### src/rtl/hex_display_pkg.sv
// Shared glyph table and nibble-to-segment decoder for the hex display path.
// Segment order is {a,b,c,d,e,f,g}, active-high, bit 6 = segment a.
package hex_display_pkg;

  localparam logic [6:0] GLYPH_0     = 7'b1111110;
  localparam logic [6:0] GLYPH_1     = 7'b0110000;
  localparam logic [6:0] GLYPH_2     = 7'b1101101;
  localparam logic [6:0] GLYPH_3     = 7'b1111001;
  localparam logic [6:0] GLYPH_4     = 7'b0110011;
  localparam logic [6:0] GLYPH_5     = 7'b1011011;
  localparam logic [6:0] GLYPH_6     = 7'b1011111;
  localparam logic [6:0] GLYPH_7     = 7'b1110000;
  localparam logic [6:0] GLYPH_8     = 7'b1111111;
  localparam logic [6:0] GLYPH_9     = 7'b1111011;
  localparam logic [6:0] GLYPH_A     = 7'b1110111;
  localparam logic [6:0] GLYPH_B     = 7'b0011111;
  localparam logic [6:0] GLYPH_C     = 7'b1001110;
  localparam logic [6:0] GLYPH_D     = 7'b0111101;
  localparam logic [6:0] GLYPH_E     = 7'b1001111;
  localparam logic [6:0] GLYPH_F     = 7'b1000111;
  localparam logic [6:0] GLYPH_BLANK = 7'b0000000;

  // Decode one hex nibble to its 7-segment glyph.
  function automatic logic [6:0] nibble_to_abcdefg(input logic [3:0] nib);
    logic [6:0] seg;
    case (nib)
      4'h0:    seg = GLYPH_0;
      4'h1:    seg = GLYPH_1;
      4'h2:    seg = GLYPH_2;
      4'h3:    seg = GLYPH_3;
      4'h4:    seg = GLYPH_4;
      4'h5:    seg = GLYPH_5;
      4'h6:    seg = GLYPH_6;
      4'h7:    seg = GLYPH_7;
      4'h8:    seg = GLYPH_8;
      4'h9:    seg = GLYPH_9;
      4'hA:    seg = GLYPH_A;
      4'hB:    seg = GLYPH_B;
      4'hC:    seg = GLYPH_C;
      4'hD:    seg = GLYPH_D;
      4'hE:    seg = GLYPH_E;
      4'hF:    seg = GLYPH_F;
      default: seg = GLYPH_BLANK;
    endcase
    return seg;
  endfunction

endpackage

### src/rtl/display_scanner.sv
// Time-multiplexed hex display scanner: prescaler, digit index, leading-zero
// blanking and registered segment/enable outputs. Segment data and digit
// enable are registered from the same index so they always change together.
module display_scanner
  import hex_display_pkg::*;
#(
  parameter int WIDTH       = 8,
  parameter int DIGITS      = WIDTH / 4,
  parameter int REFRESH_DIV = 50000,
  parameter int BLANK_LZ    = 1
) (
  input  logic              i_clock,
  input  logic              i_reset_n,
  input  logic [WIDTH-1:0]  i_sum,
  input  logic              i_carry,
  output logic [6:0]        o_abcdefg,
  output logic              o_dp,
  output logic [DIGITS-1:0] o_digit_n
);

  localparam int IDX_W = (DIGITS > 1) ? $clog2(DIGITS) : 1;
  localparam int PRE_W = $clog2(REFRESH_DIV);
  localparam logic [PRE_W-1:0] PRE_LAST = PRE_W'(REFRESH_DIV - 1);
  localparam logic [IDX_W-1:0] IDX_LAST = IDX_W'(DIGITS - 1);

  logic [PRE_W-1:0]  r_presc;
  logic [IDX_W-1:0]  r_index;
  logic [6:0]        r_abcdefg;
  logic              r_dp;
  logic [DIGITS-1:0] r_digit_n;

  logic [3:0]        w_nibble;
  logic              w_upper_zero;
  logic              w_blank;
  logic [6:0]        w_glyph;
  logic [DIGITS-1:0] w_digit_n;
  logic              w_dp;

  // Hold each digit for REFRESH_DIV cycles, then move to the next one.
  always_ff @(posedge i_clock or negedge i_reset_n) begin
    if (!i_reset_n) begin
      r_presc <= '0;
      r_index <= '0;
    end else if (r_presc == PRE_LAST) begin
      r_presc <= '0;
      if (r_index == IDX_LAST) begin
        r_index <= '0;
      end else begin
        r_index <= r_index + IDX_W'(1);
      end
    end else begin
      r_presc <= r_presc + PRE_W'(1);
    end
  end

  // Pick the active nibble, decide blanking, and build next display values.
  always_comb begin
    w_nibble     = 4'h0;
    w_upper_zero = 1'b1;
    for (int i = 0; i < DIGITS; i++) begin
      w_nibble     = w_nibble | (i_sum[i*4 +: 4] & {4{r_index == IDX_W'(i)}});
      // Only the active digit and those above it decide leading-zero status.
      w_upper_zero = w_upper_zero &
                     ((IDX_W'(i) < r_index) | (i_sum[i*4 +: 4] == 4'h0));
    end
    w_blank = (BLANK_LZ != 0) && (r_index != '0) && w_upper_zero;
    if (w_blank) begin
      w_glyph = GLYPH_BLANK;
    end else begin
      w_glyph = nibble_to_abcdefg(w_nibble);
    end
    w_digit_n = ~(DIGITS'(1'b1) << r_index);
    if (r_index == IDX_LAST) begin
      w_dp = i_carry;
    end else begin
      w_dp = 1'b0;
    end
  end

  // Output registers: all digits off and segments dark while in reset.
  always_ff @(posedge i_clock or negedge i_reset_n) begin
    if (!i_reset_n) begin
      r_abcdefg <= GLYPH_BLANK;
      r_dp      <= 1'b0;
      r_digit_n <= '1;
    end else begin
      r_abcdefg <= w_glyph;
      r_dp      <= w_dp;
      r_digit_n <= w_digit_n;
    end
  end

  assign o_abcdefg = r_abcdefg;
  assign o_dp      = r_dp;
  assign o_digit_n = r_digit_n;

endmodule

### src/rtl/hex_adder_display.sv
// Hex adder with 7-segment readout. Mode 0 adds a+b every cycle; mode 1
// accumulates sum+a once per synchronised button press. Carry-out of the last
// addition is shown on the decimal point of the most significant digit.
module hex_adder_display
  import hex_display_pkg::*;
#(
  parameter int WIDTH       = 8,
  parameter int DIGITS      = WIDTH / 4,
  parameter int REFRESH_DIV = 50000,
  parameter int BLANK_LZ    = 1
) (
  input  logic              clock,
  input  logic              reset_n,
  input  logic [WIDTH-1:0]  a,
  input  logic [WIDTH-1:0]  b,
  input  logic              mode,
  input  logic              step,
  input  logic              clear,
  output logic [WIDTH-1:0]  sum,
  output logic              carry,
  output logic [6:0]        abcdefg,
  output logic              dp,
  output logic [DIGITS-1:0] digit_n
);

  logic             r_step_meta;
  logic             r_step_sync;
  logic             r_step_prev;
  logic [WIDTH-1:0] r_sum;
  logic             r_carry;

  logic             w_step_pulse;
  logic [WIDTH:0]   w_add_ab;
  logic [WIDTH:0]   w_add_acc;

  // Two-flop synchroniser on the button, plus one flop for edge detection.
  always_ff @(posedge clock or negedge reset_n) begin
    if (!reset_n) begin
      r_step_meta <= 1'b0;
      r_step_sync <= 1'b0;
      r_step_prev <= 1'b0;
    end else begin
      r_step_meta <= step;
      r_step_sync <= r_step_meta;
      r_step_prev <= r_step_sync;
    end
  end

  assign w_step_pulse = r_step_sync & ~r_step_prev;
  assign w_add_ab     = {1'b0, a} + {1'b0, b};
  assign w_add_acc    = {1'b0, r_sum} + {1'b0, a};

  // Result register: clear beats everything, then mode selects the source.
  always_ff @(posedge clock or negedge reset_n) begin
    if (!reset_n) begin
      r_sum   <= '0;
      r_carry <= 1'b0;
    end else if (clear) begin
      r_sum   <= '0;
      r_carry <= 1'b0;
    end else if (!mode) begin
      {r_carry, r_sum} <= w_add_ab;
    end else if (w_step_pulse) begin
      {r_carry, r_sum} <= w_add_acc;
    end else begin
      r_sum   <= r_sum;
      r_carry <= r_carry;
    end
  end

  assign sum   = r_sum;
  assign carry = r_carry;

  display_scanner #(
    .WIDTH       (WIDTH),
    .DIGITS      (DIGITS),
    .REFRESH_DIV (REFRESH_DIV),
    .BLANK_LZ    (BLANK_LZ)
  ) u_scanner (
    .i_clock   (clock),
    .i_reset_n (reset_n),
    .i_sum     (r_sum),
    .i_carry   (r_carry),
    .o_abcdefg (abcdefg),
    .o_dp      (dp),
    .o_digit_n (digit_n)
  );

endmodule

### config.mk
export PLATFORM = sky130hd
export DESIGN_NAME = hex_adder_display
export DESIGN_NICKNAME = d
export VERILOG_FILES = /design/src/rtl/hex_display_pkg.sv /design/src/rtl/display_scanner.sv /design/src/rtl/hex_adder_display.sv
export SDC_FILE = /design/constraint.sdc
export NUM_CORES = 1
export LEC_CHECK = 0
export CAP_MARGIN = 20
export CELL_PAD_IN_SITES_DETAIL_PLACEMENT = 2
export CELL_PAD_IN_SITES_GLOBAL_PLACEMENT = 2
export CORE_MARGIN = 2
export CORE_UTILIZATION = 40
export DETAILED_ROUTE_END_ITERATION = 8
export DONT_BUFFER_PORTS = 1
export PLACE_DENSITY_LB_ADDON = 0.1
export SKIP_CTS_REPAIR_TIMING = 1
export SLEW_MARGIN = 20
export SYNTH_ARGS = -nofsm -noshare
export SYNTH_HDL_FRONTEND = slang
export SYNTH_HIERARCHICAL = 1
export SYNTH_SLANG_ARGS = --single-unit
### constraint.sdc
create_clock -name clock -period 2.25 [get_ports clock]
set_input_delay 0.3375 -clock clock [delete_from_list [all_inputs] [get_ports clock]]
set_output_delay 0.3375 -clock clock [all_outputs]
set_load 0.005 [all_outputs]
==> results.md, run 1 <==
- Outcome: completed
- DP HPWL: 4864 um
- Post-synthesis instance area: 2431 sq um
- Via count normalized by instance count: 5.593
- Final worst-path cycle share: 0.9080
- Antenna violations before repair: 1
- Final layout net count: 302
- Clock slew at the register clock pins of the worst setup and hold paths: 0.07 ns
- Number of failing hold endpoints at the final stage: 0
- # IOs: 40
- Setup repair after global routing missed its margin: no
- Root Buffer Master: sky130_fd_sc_hd__clkbuf_8
- Maximum net fanout on the critical path: 3
- Worst-case hold slack: 0.07134 ns
- Final weighted congestion in routability-driven placement: 0.7248
- Deepest clock path buffer count: 2
- Source-to-sink clock delay at the later pin of the worst-skew pair: 0.29 ns
- Worst-Margin Slew: 0.6742 ns
- Largest net degree at the start of global routing: 40
- Kind of start point of the critical path: flop
- Total power of the final layout: 1.662 mW
- Post-Syn Area per Cell: 9.923 sq um
- Total Neg Setup Slack: 0 ns
- Detail Route Antenna Nets: 0
- Die extent in y: 81.96 um
- Power per unit of standard cell area: 621.5 nW/um^2
- Hold WC Path Type: in -> reg
- Htree depth: 2
- Std-Cell Rows: 28
- Leakage: 1.194 nW
- Arr. time, crit path: 2.23 ns
- Total number of vias: 1857
- Most frequently used flop master after synthesis: sky130_fd_sc_hd__dfrtp_1
- CTS sink count: 39
- Routed wire length: 6232 um
- Die footprint: 6717 sq um
- Slew Limit Fails: 0
- Final global-route overflow total: 0
- Number of flops mapped to enable cells by yosys: 0
- Seq/Total Area, Yosys: 0.4025
- Global-route wire length before repair: 10090 um
- Achievable frequency: 489.5 MHz
- Minimum setup slack after placement: 0.07697 ns
- Post-route DRC: 0
- Post-Route Skew: 0.005185 ns
- Synthesized Nets: 291
- Count of cell types in the netlist: 49
- Number of detailed-route iterations in the first pass: 4
- Via count of the first global-routing pass: 2001
- Final Setup Violations: 0
- Gr usage total: 0.2002
- Class of the most critical setup path: reg -> reg
- Relative area change from synthesis to final layout: 10.04%
- Fraction of final layout cells sized beyond drive strength 1: 0.1016
- Fill cell instance count of the final layout: 633
- Slack of the critical path: 0.2070 ns
- Iteration-0 DRC count of the detailed router: 82
- Per-cell routed wire length: 18.77 um
- Multi-input gate area in the final layout: 1381 sq um
- Reported max-cap violation count: 0
- Async set or reset register ratio after synthesis: 1.000
- Core box area: 5886 sq um
- Warning count from the yosys run: 6
- Peak supply drop: 0.2718 mV
- Yosys reg bits: 39
- CTS tree: done
- Initial cell density of the core: 0.4131
- Chip width: 81.96 um
- Instance count of the mapped netlist: 245
- Endpoint required time on the critical path: 2.43 ns
- Element type at the critical path end: flop
- Sequential standard cell area: 978.4 sq um
- Shortest period the worst path allows: 2.043 ns
- Max-slew headroom: 0.5489
- Buffers added on ports: 0
- Clock buffer count from CTS: 5
-- final timing paths --
check,startpoint,to,slack (ns),depth (start not counted)
worst max-delay path,sum[0]$_DFFE_PN0P_,carry$_DFFE_PN0P_,0.21,7
worst min-delay path,step,r_step_meta$_DFF_PN0_,0.07,0
worst max register to register,sum[0]$_DFFE_PN0P_,carry$_DFFE_PN0P_,0.21,7
worst min register to register,r_step_meta$_DFF_PN0_,r_step_sync$_DFF_PN0_,0.36,0
max in group asynchronous,reset_n,u_scanner/o_digit_n[1]$_DFF_PN1_,1.46,2
min in group asynchronous,reset_n,sum[0]$_DFFE_PN0P_,0.53,2
-- cell usage after synthesis, drive strengths merged (5+ instances only) --
| cell | count | share of area |
|---|---|---|
| dfrtp | 37 | 0.38 |
| nor3 | 9 | 0.019 |
| xor2 | 10 | 0.036 |
| nor2 | 28 | 0.043 |
| ha | 23 | 0.12 |
| a21oi | 9 | 0.020 |
| nand3 | 12 | 0.025 |
| nand2 | 16 | 0.025 |
| inv | 14 | 0.022 |
| xnor2 | 15 | 0.054 |
| mux2i | 5 | 0.021 |
| o21ai | 11 | 0.023 |
-- cell families (layout without fill, tap and decap cells) --
group,after synthesis,count (layout),synth area share
compound gates,46,46,0.1333
xor+xnor,25,25,0.09007
fa+ha+maj,25,25,0.1348
buf+inv,19,30,0.03088
flops,39,39,0.4025
mux,8,8,0.03911
other cells,0,1,0
simple gates,83,83,0.1693
-- sequential cells by signal, indices dropped and copies added (netlist names) --
signal	cells
carry	1
u_scanner/o_digit_n	2
u_scanner/r_presc	16
sum	8
u_scanner/o_abcdefg	7
u_scanner/r_index	1
r_step_sync	1
r_step_meta	1
u_scanner/o_dp	1
r_step_prev	1
-- cell type report --
| type | count | share of cell area |
|---|---|---|
| Inverter | 14 | 0.01964 |
| Timing Repair Buffer | 9 | 0.03368 |
| Sequential cell | 39 | 0.3658 |
| Tap cell | 75 | 0.03508 |
| Multi-Input combinational cell | 187 | 0.5164 |
| Clock buffer | 7 | 0.02853 |
| Antenna cell | 1 | 0.0009355 |
-- power breakdown --
part	internal (mW)	switching, mW
logic	0.185	0.229
clock network	0.213	0.231
registers	0.752	0.0519
-- cells in the final DEF, fill, tap and decap left out, types with 2 or more instances in the layout --
cell type                    n
sky130_fd_sc_hd__a211oi_1    3
sky130_fd_sc_hd__a311oi_1    2
sky130_fd_sc_hd__ha_1       23
sky130_fd_sc_hd__nand4_1     3
sky130_fd_sc_hd__nor4_1      3
sky130_fd_sc_hd__mux2i_1     5
sky130_fd_sc_hd__clkbuf_1    2
sky130_fd_sc_hd__o2111ai_1   2
sky130_fd_sc_hd__a221oi_1    3
sky130_fd_sc_hd__inv_1      14
sky130_fd_sc_hd__nand3_1    12
sky130_fd_sc_hd__nor2_1     28
sky130_fd_sc_hd__nand2b_1    3
sky130_fd_sc_hd__xor2_1     10
sky130_fd_sc_hd__clkbuf_8    5
sky130_fd_sc_hd__xnor2_1    15
sky130_fd_sc_hd__dfrtp_1    37
sky130_fd_sc_hd__dfstp_2     2
sky130_fd_sc_hd__mux2_2      2
sky130_fd_sc_hd__and2_1      2
sky130_fd_sc_hd__a21oi_1     7
sky130_fd_sc_hd__o21ai_0     9
sky130_fd_sc_hd__o211ai_1    2
sky130_fd_sc_hd__o21ai_1     2
sky130_fd_sc_hd__fa_1        2
sky130_fd_sc_hd__a21oi_2     2
sky130_fd_sc_hd__nor3_1      9
sky130_fd_sc_hd__o21bai_1    2
sky130_fd_sc_hd__buf_4       7
sky130_fd_sc_hd__nand2_1    16
-- stage by stage --
stage	std cells	cell area, sq um	utilization
3_5_place_dp	322	2555	0.4341
4_1_cts	329	2631	0.4471
2_1_floorplan	245	2431	-
3_3_place_gp	322	2555	0.4341
5_1_grt	332	2675	0.4545
6_report	332	2675	0.4545
-- layer usage --
metal | wire (um) | vias to the layer above | track usage
met5 | 0 | - | 0
li1 | - | 894 | -
met1 | 2598 | 926 | 0.2374
met3 | 234 | 6 | 0.04176
met2 | 3328 | 31 | 0.3634
met4 | 71 | 0 | 0.05500
-- worst max-delay path, cell delays in order (launching register included) --
cell and delay [ns]:
sky130_fd_sc_hd__dfrtp_1 0.39, sky130_fd_sc_hd__ha_1 0.23, sky130_fd_sc_hd__fa_1 0.43, sky130_fd_sc_hd__a21oi_2 0.20, sky130_fd_sc_hd__o22ai_1 0.14, sky130_fd_sc_hd__o21ai_1 0.19, sky130_fd_sc_hd__nand3_1 0.10, sky130_fd_sc_hd__a32o_1 0.25
Note: power is estimated with default switching activity, not from simulation.
==> run 2: changes to the inputs <==
--- a/constraint.sdc
+++ b/constraint.sdc
@@ -3,2 +3,2 @@
 set_output_delay 0.3375 -clock clock [all_outputs]
-set_load 0.005 [all_outputs]
+set_load 0.05 [all_outputs]
==> run 2 against run 1 <==
Against the previous run:
- clock power is 20% higher
- global-route usage up 0.48 points
- final cell count increased by 1.8%
- critical path depth stayed put
- cell area grew 2.3%
- routed wire length rose by 0.42%
- via count is 0.16% higher
- hold slack worse by 0.010 ns
- largest cell class unchanged
- highest routed layer unchanged
==> results.md, run 2 (synthesis gave the netlist of run 1 again) <==
- Outcome: completed
- Source-to-sink clock delay at the later pin of the worst-skew pair: 0.30 ns (about the same)
- Slowest cell delay on critical path: 0.43 ns (about the same)
- Fill cell instance count of the final layout: 643 (+1.6%)
- Final layout net count: 307 (+1.7%)
- Final global-route overflow total: 0 (unchanged)
- Slew Limit Fails: 0 (unchanged)
- Antenna violations before repair: 1 (unchanged)
- Number of non-filler instances in the completed layout: 338 (+1.8%)
- Sw power: 0.7018 mW (+37%)
- Total Neg Setup Slack: 0 ns (unchanged)
- Clock buffer count from CTS: 5 (unchanged)
- DP HPWL: 4820 um (-0.92%)
- Worst-Margin Slew: 0.6339 ns (-0.04031 ns)
- Launching instance or port of the critical path: sum[0]$_DFFE_PN0P_
- Leakage: 1.232 nW (+3.2%)
- Die footprint: 6717 sq um (unchanged)
- Total power of the final layout: 1.932 mW (+16%)
- Final weighted congestion in routability-driven placement: 0.7721 (+6.5%)
- Fraction of final layout cells sized beyond drive strength 1: 0.1260 (+0.02439)
- Htree depth: 2 (unchanged)
- Relative area change from synthesis to final layout: 12.56%
- CTS sink count: 39 (unchanged)
- Endpoint required time on the critical path: 2.44 ns (about the same)
- Sequential standard cell area: 978.4 sq um (unchanged)
- Detail Route met3 WL: 249 um (+6.4%)
- Number of flip-flops in the largest register: 16 (unchanged)
- Chip width: 81.96 um (unchanged)
- Iteration-0 DRC count of the detailed router: 74 (-9.8%)
- Via count of the first global-routing pass: 2039 (+1.9%)
- Post-route DRC: 0 (unchanged)
- Register name with the most flops: u_scanner/r_presc
- Root Buffer Master: sky130_fd_sc_hd__clkbuf_8
- Arr. time, crit path: 2.18 ns (-0.05 ns)
- CTS tree: done
- Final Core Density: 0.4649 (+0.01042)
- Power per unit of standard cell area: 706.2 nW/um^2 (+14%)
- Deepest clock path buffer count: 2 (unchanged)
- # IOs: 40 (unchanged)
- Startpoint of the worst-slack reg-to-reg timing path: sum[0]$_DFFE_PN0P_
- Comb pwr share: 0.255 (+0.006)
- Setup repair after global routing missed its margin: no
- Class of the most critical setup path: reg -> reg
- Minimum setup slack after placement: 0.1213 ns (+0.04435 ns)
- Fin area: 2736 sq um (+2.3%)
- Met1 routed wirelength after detailed routing: 2645 um (+1.8%)
- Detail Route Antenna Nets: 0 (unchanged)
- Maximum net fanout on the critical path: 3 (unchanged)
- Achievable frequency: 502.1 MHz (+2.6%)
- Startpoint of the worst hold path: step
- Placement Cell Area: 2592 sq um (+1.5%)
- Most common cell after layout, fill and taps aside: sky130_fd_sc_hd__dfrtp_1
- Clk network pwr share: 0.275 (+0.008)
- Std-Cell Rows: 28 (unchanged)
- Crit-path slowest cell: sky130_fd_sc_hd__fa_1
- Sequential Power Share: 0.470 (-0.014)
- Hold WC Path Type: in -> reg
- Cell family contributing the most delay on the critical path: compound AO/OA/AOI/OAI gates
- Die extent in y: 81.96 um (unchanged)
- Core box area: 5886 sq um (unchanged)
- Final worst-path cycle share: 0.8852 (-0.02277)
- Final Setup Violations: 0 (unchanged)
- Number of failing hold endpoints at the final stage: 0 (unchanged)
- Multi-input gate area in the final layout: 1381 sq um (unchanged)
- Reported max-cap violation count: 0 (unchanged)
- Int Pwr: 1.231 mW (+7.0%)
- Buf/Inv on CP: 0 (unchanged)
- Worst-case hold slack: 0.06095 ns (-0.01039 ns)
- Post-Route Skew: 0.003332 ns (-0.001853 ns)
- Initial cell density of the core: 0.4131 (unchanged)
- Most used cells in the layout excluding fill and tap cells: sky130_fd_sc_hd__dfrtp_1, sky130_fd_sc_hd__nor2_1, sky130_fd_sc_hd__ha_1
- Per-cell routed wire length: 18.51 um (-1.4%)
- Placed Instances: 327 (+1.6%)
- Max-slew headroom: 0.5759 (+0.02697)
- Kind of start point of the critical path: flop
- Total number of vias: 1860 (+0.16%)
- Clock slew at the register clock pins of the worst setup and hold paths: 0.08 ns (about the same)
- Element type at the critical path end: flop
- Cells along the critical path: ha_1, fa_1, a21oi_2, o22ai_1, o21ai_1, nand3_1, a32o_1
- Met2 routed wirelength: 3255 um (-2.2%)
- Routed wire length: 6258 um (+0.42%)
- Gr usage total: 0.2049 (+0.004760)
- Global-route wire length before repair: 10330 um (+2.3%)
- Net Sw Frac: 0.3632 (+0.05524)
- Buffers added on ports: 0 (unchanged)
- Largest net degree at the start of global routing: 40 (unchanged)
- Slack of the critical path: 0.2583 ns (+0.05123 ns)
- Peak supply drop: 0.3651 mV (+34%)
- Via count normalized by instance count: 5.503 (-1.6%)
- Shortest period the worst path allows: 1.992 ns (-0.05122 ns)
- Highest Signal Layer: met4
- Number of detailed-route iterations in the first pass: 4 (unchanged)
run 2: cell count changes in the layout (fill, tap and decap cells not counted):
cell / previous run / this run
sky130_fd_sc_hd__buf_4: 7 / 12
sky130_fd_sc_hd__clkbuf_8: 5 / 7
sky130_fd_sc_hd__clkbuf_1: 2 / 1
run 2: power by group through the flow:
stage                     Sequential (mW)  Combinational, mW  Clock (mW)
after CTS                           0.910              0.480       0.551
after global placement              0.921              0.466           0
final                               0.908              0.494       0.531
after detailed placement            0.924              0.478           0
after global routing                0.917              0.558       0.576
after floorplan                     0.971              0.300           0
run 2: final timing paths:
path / slack [ns] / to / cells after the start
max: 0.26 / carry$_DFFE_PN0P_ / 7
min: 0.06 / r_step_meta$_DFF_PN0_ / 0
max reg2reg: 0.26 / carry$_DFFE_PN0P_ / 7
min reg2reg: 0.36 / r_step_sync$_DFF_PN0_ / 0
max in group asynchronous: 1.44 / u_scanner/o_digit_n[0]$_DFF_PN1_ / 2
min in group asynchronous: 0.55 / u_scanner/r_presc[4]$_DFF_PN0_ / 2
run 2: layer usage:
layer	track usage	vias to the layer above
met3	0.04176	8
met2	0.3561	29
met4	0.08000	0
met5	0	-
li1	-	903
met1	0.2473	920
run 2: final cells by class:
type,count,area share
inverter,14,0.01920
multi-input combinational,187,0.5048
antenna,1,0.0009145
tap,75,0.03429
clock buffer,8,0.03658
timing repair buffer,14,0.04664
sequential,39,0.3576
